==> src/rtl/mux_scan_pkg.sv <==
// Shared types and constants for the mux scan serializer.
// No logic of its own; the select range helpers depend on scan direction.
// Imported by the top level.
package mux_scan_pkg;

   localparam int SEL_W = 4;

   // ST_PARITY is only reachable when the parity feature is compiled in.
   typedef enum logic [1:0] {
      ST_IDLE   = 2'd0,
      ST_SHIFT  = 2'd1,
      ST_DONE   = 2'd2,
      ST_PARITY = 2'd3
   } state_t;

   // First select code of a frame for the given scan direction.
   function automatic logic [SEL_W-1:0] sel_first(input bit msb_first);
      return msb_first ? {SEL_W{1'b1}} : {SEL_W{1'b0}};
   endfunction

   // Last select code of a frame; the counter never steps past it.
   function automatic logic [SEL_W-1:0] sel_last(input bit msb_first);
      return msb_first ? {SEL_W{1'b0}} : {SEL_W{1'b1}};
   endfunction

endpackage

==> src/rtl/mux_scan_serializer_if.sv <==
// Load and serial-stream handshake bundle for the mux scan serializer.
// Pure wiring, no latency.
// Both ports use valid/ready; the stream side stalls on ser_ready low.
interface mux_scan_serializer_if;

   logic        load_valid;
   logic        load_ready;
   logic [15:0] load_data;
   logic        ser_o;
   logic        ser_valid;
   logic        ser_ready;
   logic [3:0]  sel_o;
   logic        done;

   // Upstream producer / downstream consumer side.
   modport master (
      output load_valid, load_data, ser_ready,
      input  load_ready, ser_o, ser_valid, sel_o, done
   );

   // Serializer side.
   modport slave (
      input  load_valid, load_data, ser_ready,
      output load_ready, ser_o, ser_valid, sel_o, done
   );

endinterface

==> src/rtl/mux_16x1_sel.sv <==
// Combinational 16:1 bit selector.
// Zero latency.
// No handshake; output follows in/sel directly.
module mux_16x1_sel (
   input  logic [15:0] in,
   input  logic [3:0]  sel,
   output logic        o
);

   assign o = in[sel];

endmodule

==> src/rtl/mux_scan_serializer.sv <==
// Walks a 4-bit mux select over a captured 16-bit word, emitting one bit per
// accepted handshake, then pulses done. Bit 0 appears the cycle after the load;
// ser_ready low freezes select and output. Optional: MUX_SCAN_PARITY_EN appends
// an even-parity bit after the last data bit.
module mux_scan_serializer
   import mux_scan_pkg::*;
#(
   parameter bit MSB_FIRST = 1'b0,
   parameter int DATA_W    = 16
) (
   input  logic                  clk,
   input  logic                  rst,
   mux_scan_serializer_if.slave  bus
);

   localparam logic [SEL_W-1:0] SEL_FIRST = sel_first(MSB_FIRST);
   localparam logic [SEL_W-1:0] SEL_LAST  = sel_last(MSB_FIRST);
   localparam logic [SEL_W-1:0] SEL_ONE   = {{(SEL_W-1){1'b0}}, 1'b1};

   state_t              state_q;
   state_t              state_d;
   logic [DATA_W-1:0]   data_q;
   logic [DATA_W-1:0]   data_d;
   logic [SEL_W-1:0]    sel_q;
   logic [SEL_W-1:0]    sel_d;

   logic                mux_bit;
   logic                load_ready;
   logic                ser_valid;
   logic                ser_bit;
   logic                done;

   // Selected data bit for the current code; the registered data and select
   // feed the mux directly so the bit is valid in the same cycle as sel.
   mux_16x1_sel u_sel (
      .in  (data_q),
      .sel (sel_q),
      .o   (mux_bit)
   );

   // State, captured word and select counter.
   always_ff @(posedge clk) begin
      if (rst) begin
         state_q <= ST_IDLE;
         data_q  <= '0;
         sel_q   <= '0;
      end else begin
         state_q <= state_d;
         data_q  <= data_d;
         sel_q   <= sel_d;
      end
   end

   // Next state, counter stepping and handshake outputs.
   always_comb begin
      state_d    = state_q;
      data_d     = data_q;
      sel_d      = sel_q;
      load_ready = 1'b0;
      ser_valid  = 1'b0;
      ser_bit    = 1'b0;
      done       = 1'b0;

      case (state_q)
         ST_IDLE: begin
            load_ready = 1'b1;
            if (bus.load_valid) begin
               data_d  = bus.load_data;
               sel_d   = SEL_FIRST;
               state_d = ST_SHIFT;
            end
         end

         ST_SHIFT: begin
            ser_valid = 1'b1;
            ser_bit   = mux_bit;
            // Select only moves on an accepted bit and stops at the last code,
            // so sel_o keeps pointing at the final bit through DONE and IDLE.
            if (bus.ser_ready) begin
               if (sel_q == SEL_LAST) begin
`ifdef MUX_SCAN_PARITY_EN
                  state_d = ST_PARITY;
`else
                  state_d = ST_DONE;
`endif
               end else if (MSB_FIRST) begin
                  sel_d = sel_q - SEL_ONE;
               end else begin
                  sel_d = sel_q + SEL_ONE;
               end
            end
         end

`ifdef MUX_SCAN_PARITY_EN
         ST_PARITY: begin
            ser_valid = 1'b1;
            ser_bit   = ^data_q;
            if (bus.ser_ready) begin
               state_d = ST_DONE;
            end
         end
`endif

         ST_DONE: begin
            done    = 1'b1;
            state_d = ST_IDLE;
         end

         default: begin
            state_d = ST_IDLE;
         end
      endcase
   end

   assign bus.load_ready = load_ready;
   assign bus.ser_valid  = ser_valid;
   assign bus.ser_o      = ser_bit;
   assign bus.sel_o      = sel_q;
   assign bus.done       = done;

endmodule

==> src/flat_wrapper.sv <==
// flat-port wrapper written by rule: the top's interface ports become plain ports
module mux_scan_serializer_flat import mux_scan_pkg::*;
#(
   parameter bit MSB_FIRST = 1'b0,
   parameter int DATA_W    = 16
)
  (clk, rst, bus_load_valid, bus_load_data, bus_ser_ready, bus_load_ready, bus_ser_o, bus_ser_valid, bus_sel_o, bus_done);
  mux_scan_serializer_if bus_i ();
  input  logic clk;
  input  logic rst;
  input wire logic [$bits(bus_i.load_valid)-1:0] bus_load_valid;
  input wire logic [$bits(bus_i.load_data)-1:0] bus_load_data;
  input wire logic [$bits(bus_i.ser_ready)-1:0] bus_ser_ready;
  output wire logic [$bits(bus_i.load_ready)-1:0] bus_load_ready;
  output wire logic [$bits(bus_i.ser_o)-1:0] bus_ser_o;
  output wire logic [$bits(bus_i.ser_valid)-1:0] bus_ser_valid;
  output wire logic [$bits(bus_i.sel_o)-1:0] bus_sel_o;
  output wire logic [$bits(bus_i.done)-1:0] bus_done;
  assign bus_i.load_valid = bus_load_valid;
  assign bus_i.load_data = bus_load_data;
  assign bus_i.ser_ready = bus_ser_ready;
  assign bus_load_ready = bus_i.load_ready;
  assign bus_ser_o = bus_i.ser_o;
  assign bus_ser_valid = bus_i.ser_valid;
  assign bus_sel_o = bus_i.sel_o;
  assign bus_done = bus_i.done;
  mux_scan_serializer #(.MSB_FIRST(MSB_FIRST), .DATA_W(DATA_W)) u_core (.clk(clk), .rst(rst), .bus(bus_i));
endmodule
==> config.mk <==
export PLATFORM = sky130hd
export DESIGN_NAME = mux_scan_serializer_flat
export DESIGN_NICKNAME = d
export VERILOG_FILES = /design/src/rtl/mux_scan_pkg.sv /design/src/rtl/mux_scan_serializer_if.sv /design/src/rtl/mux_16x1_sel.sv /design/src/rtl/mux_scan_serializer.sv /design/src/flat_wrapper.sv
export SDC_FILE = /design/constraint.sdc
export NUM_CORES = 1
export LEC_CHECK = 0
export ABC_AREA = 1
export ABC_CLOCK_PERIOD_IN_PS = 1250
export CORE_MARGIN = 2
export CORE_UTILIZATION = 48
export CTS_BUF_LIST = sky130_fd_sc_hd__clkbuf_8 sky130_fd_sc_hd__clkbuf_16
export CTS_CLUSTER_SIZE = 12
export DETAILED_ROUTE_END_ITERATION = 6
export GPL_ROUTABILITY_DRIVEN = 0
export GPL_TIMING_DRIVEN = 0
export HOLD_SLACK_MARGIN = 0.08
export PLACE_DENSITY = 0.78
export SLEW_MARGIN = 0
export SYNTH_ARGS = -nofsm -noshare
export SYNTH_HDL_FRONTEND = slang
export SYNTH_SLANG_ARGS = --single-unit
export TNS_END_PERCENT = 10
==> constraint.sdc <==
create_clock -name clk -period 1.25 [get_ports clk]
set_input_delay 0.25 -clock clk [delete_from_list [all_inputs] [get_ports clk]]
set_output_delay 0.25 -clock clk [all_outputs]
set_load 0.02 [all_outputs]
Word level (Yosys, flattened, before mapping)
Cells that the tools add are included.

storage, ports and cells
  memory bits (writable) = 0
  input port bits = 20
  memories kept = 0
  bits in read-only memories = 0
  output and inout bits = 8
  flip-flop bits (word level) = 22
  bits in latches = 0

cells by class
  bitwise operators = 0
  $lt $le $gt $ge = 1
  reduce and logical (&&, ||, !) cells = 5
  multiplexer cells = 14
  div/mod/pow operators = 0
  shifts and indexed selects = 0
  add/sub/neg operators = 1
  equality and inequality tests = 7
  multipliers = 0

operators with widths
  kind                   number
  $mux W4                3
  $pmux W4 S2            1
  $mux W2                3
  $ne A2 B2 Y1 const B   3
  $lt A4 B5 Y1 const B   1
  $mux W1                5
  $add A4 B1 Y4 const B  1
  $bmux W1 S4            1
  $eq A4 B4 Y1 const B   1
  $pmux W2 S2            1
  $reduce_and A4 Y1      1
  $reduce_and A3 Y1      1
  $eq A2 B1 Y1 const B   1
  $eq A2 B2 Y1 const B   1
  $logic_not A2 Y1       1
  $ne A2 B1 Y1 const B   1
  $reduce_and A2 Y1      1
  $reduce_bool A2 Y1     1

Longest topological paths before layout
  depth after elaboration = 4
  mapped depth = 9
  depth with buffers taken out = 9

Modules after synthesis
Synthesis repeated with hierarchy kept, for this count alone.

second synthesis, totals
  cells, all modules = 178
  area, all modules = 1167.4 µm²

modules (own cells, without submodules)
  module               cells each  instances  area an instance (µm²)
  mux_scan_serializer  128         1          937.1
  mux_16x1_sel         50          1          230.2

Worst setup path after synthesis
OpenSTA, ideal clock, no wires.

  path kind = register to output
  start = reg u_core.sel_q[1], in the netlist u_core.bus.sel_o[1]
  end = out bus_ser_o
  arrival time = 1207 ps
  stages on the path, launching flop included = 10
  required time = 1000 ps
  path buffers = 1
  path slack = -207 ps
  cell sequence = dfxtp_1 clkbuf_1 nand2_1 inv_1 nand3_1 nand2_1 inv_1 nand2_1 nand2_1 nand2_1

between the ends
  word-level cells in the longest chain between the ends = 3

RTL lines
  element                        RTL line                   RTL
  start: declaration             mux_scan_serializer.sv:24  logic [SEL_W-1:0] sel_q;
  start signal: assignment       mux_scan_serializer.sv:50  sel_q <= sel_d;
  $bmux W1 S4                    mux_16x1_sel.sv:10         assign o = in[sel];
  $mux W1 (implied by the code)  mux_16x1_sel.sv:10
  $mux W1                        mux_scan_serializer.sv:64  case (state_q)
  end: declaration               flat_wrapper.sv:15         output wire logic [$bits(bus_i.ser_o)-1:0] bus_ser_o;

No other way between the ends. The select of a mux whose other input is x is not followed.

Final worst setup path
  start = reg u_core.sel_q[0], in the netlist u_core.bus.sel_o[0]
  end = out bus_ser_o

The elaborated chain is that of the path after synthesis.

==> results.json <==
{
  "fp-row-count": 17,
  "core-area_sq_mm": 0.00221,
  "dr.pass1.iters": 4,
  "syn_inst": 172,
  "antenna_found_initial": 0,
  "placement.io_buffers": 27,
  "min_path_cells": 2,
  "multiInputGateArea_sq_um": 627,
  "hold_buffers": 0,
  "synth_ff_type": "dfxtp_1",
  "grt_setup_unrepaired": "yes",
  "drive_gt1_share_pct": 28.3,
  "antenna_cells": 0,
  "place_ws_ns": -0.561,
  "status": "finished with violations",
  "yosysWarnings": 0,
  "worst_slack_ns": -0.297,
  "cts_root_buf": "clkbuf_8",
  "clockBufferDepth": 2,
  "drc": 0,
  "path_class": "register to output port",
  "viasPerCell": 5.21,
  "clock_skew_ns": 0.00821,
  "nFillCells": 170,
  "initial_core_util_pct": 51.1,
  "slew-limit-headroom_pct": 76.2,
  "setup_violations": 5,
  "cts_buffers": 3,
  "holdPathEnd": "u_core.data_q[15]",
  "report.final.hold_viol_count": 0,
  "p_leak_nw": 0.762,
  "ys_types": 22,
  "nets": 234,
  "drv_cap": 0,
  "drtIter0Drc": 17,
  "hold_slack_ns": 0.467,
  "syn-cell-area_sq_mm": 0.00113,
  "tightest_slew_ns": 0.357,
  "num_vias": 1250,
  "critPathArrivalTime_ns": 1.30,
  "reg2reg_slack_ns": -0.08,
  "hp-class": "register to register",
  "critPathLaunchType": "register",
  "holdCritStartpoint": "u_core.data_q[15]",
  "slew_violations": 0,
  "slowest_stage": "dfxtp_4",
  "grt_pass1_wl_mm": 4.83,
  "setup_tns_ns": -0.427,
  "fp.dieH_microns": 52.5,
  "syn_avg_cell_area_sq_um": 6.58,
  "cpMostUsedCell": "nand2_1",
  "cts.reportedPaths.clkPinSlew_ns": 0.09,
  "cp_max_fo": 8,
  "crit_buf_inv": 3,
  "crit_chain": "buf_8, nand2_2, nand3_2, nand2_1, inv_1, nand2_1, nand2_1, nand2_2, buf_6",
  "period_share_pct": 124,
  "reg2reg_from": "u_core.bus.sel_o[0]",
  "grt_overflow": 0,
  "grt_start_max_net_pins": 14,
  "critPathTopFamily": "flip-flops",
  "cp.required_ns": 1.00,
  "synth-async-reset-ratio_pct": 0,
  "cpPeakStageDelay_ns": 0.39,
  "syn2layout_area_growth_pct": 47.3,
  "gr-usage-all-layers_pct": 23.9,
  "regArea_sq_um": 458,
  "synth-edff-count": 0,
  "cts_tree": "yes",
  "wl_per_cell_microns": 12.6,
  "ios": 28,
  "cts_sinks": 22,
  "ant_nets": 0,
  "irDropWorstVdd_uv": 877,
  "cp-end-kind": "output port",
  "synthesis.nets": 193,
  "final.min_clock_period_ns": 1.55,
  "die_w_microns": 52.5,
  "reg2regPathDepth": 8,
  "dieArea_sq_mm": 0.00276,
  "place_hpwl_mm": 2.01,
  "seq_area_frac_synth_pct": 38.9,
  "insertion_delay_ns": 0.27,
  "violations": "negative setup slack",
  "yosys_register_bits": 22,
  "finalWirelength_mm": 3.02,
  "htreeDepth": 1,
  "max_freq_mhz": 646,
  "power_density_mw_per_mm2": 1200,
  "rr_endpoint": "u_core.bus.sel_o[2]",
  "grt_pass1_vias": 1202
}
[worst min-delay path: cells and delay by family, from the launching register on]
family,cells,cell delay (ns)
flops,1,0.31
compound gates,1,0.06
buf+inv,1,0.06
[area by class of cell]
| cell class | count | area share [%] |
|---|---|---|
| tap | 28 | 2.10 |
| multi-input combinational | 120 | 37.6 |
| buffer | 6 | 2.93 |
| clock inverter | 1 | 1.80 |
| inverter | 24 | 6.01 |
| sequential | 22 | 27.5 |
| timing repair buffer | 36 | 19.6 |
| clock buffer | 3 | 2.48 |
[cells in the mapped netlist (2+ instances only)]
library cell	instances	area (sq um)
a21oi_1	6	30.0
buf_2	3	15.0
clkbuf_1	3	11.3
dfxtp_1	22	440
inv_1	18	67.6
inv_2	4	15.0
nand2_1	37	139
nand2_2	2	12.5
nand2_4	2	22.5
nand3_1	19	95.1
nor2_1	30	113
nor2_4	2	22.5
o21ai_0	14	70.1
o21ai_1	2	10.0
[worst max path at each step]
stage                                   start         to  cells after the start
after global routing      u_core.bus.sel_o[0]  bus_ser_o                     10
after global placement    u_core.bus.sel_o[2]  bus_ser_o                      9
final                     u_core.bus.sel_o[0]  bus_ser_o                      9
after floorplan           u_core.bus.sel_o[1]  bus_ser_o                      9
after detailed placement  u_core.bus.sel_o[2]  bus_ser_o                      9
after CTS                 u_core.bus.sel_o[0]  bus_ser_o                      9
[layout by cell type (no fill, tap or decap), types with 3 or more instances in the layout]
cell / Yosys / layout
clkdlybuf4s50_1: 0 / 19
a21oi_1: 6 / 6
o21ai_0: 14 / 14
nand3_1: 19 / 15
clkbuf_2: 0 / 3
nor2_1: 30 / 29
buf_2: 3 / 4
dfxtp_1: 22 / 16
nand2_1: 37 / 33
nand2_2: 2 / 5
nand3_2: 1 / 5
inv_1: 18 / 15
inv_2: 4 / 6
dfxtp_4: 0 / 4
clkbuf_8: 0 / 3
nor2_4: 2 / 3
nand2_4: 2 / 3
buf_4: 0 / 8
buf_6: 0 / 3
[registers in the layout, summed over array words and instances (netlist names)]
register	cells
u_core.data_q	16
u_core.bus.sel_o	4
u_core.state_q	2
[report_power, final]
part           switching (mW)  leakage, nW  internal [mW]
clock network           0.255       0.0357          0.428
registers              0.0397        0.185          0.757
logic                   0.281        0.541          0.242
total                   0.576        0.762           1.43
[repair_timing]
item	CTS	global route
setup endpoints to repair	13	18
pin swaps	6	1
gates resized for setup	47	13
setup buffers	7	2
[metal layers]
layer / vias up / GRT usage, % / wire length (microns)
met2: 42 / 43.8 / 1530
met3: 5 / 3.71 / 187
li1: 621 / - / -
met5: - / 0 / 0
met4: 0 / 10.7 / 44
met1: 582 / 26.7 / 1250
[kinds of logic after synthesis]
kind of cell	share of synthesized area, %
compound gates	11.2
fa+ha+maj	1.11
buf+inv	10.5
flops	38.9
simple gates	38.3
[stage by stage]
step           cell area [sq um]  power [mW]  instances  utilization, %
6_report                    1670        2.00        240            75.3
5_1_grt                     1670        2.09        240            75.3
4_1_cts                     1630        1.98        238            73.6
3_5_place_dp                1460        1.26        227            65.9
3_3_place_gp                1460        1.24        227            65.9
2_1_floorplan               1150        1.10        172               -
No activity file was read; power rests on OpenSTA's default activity.
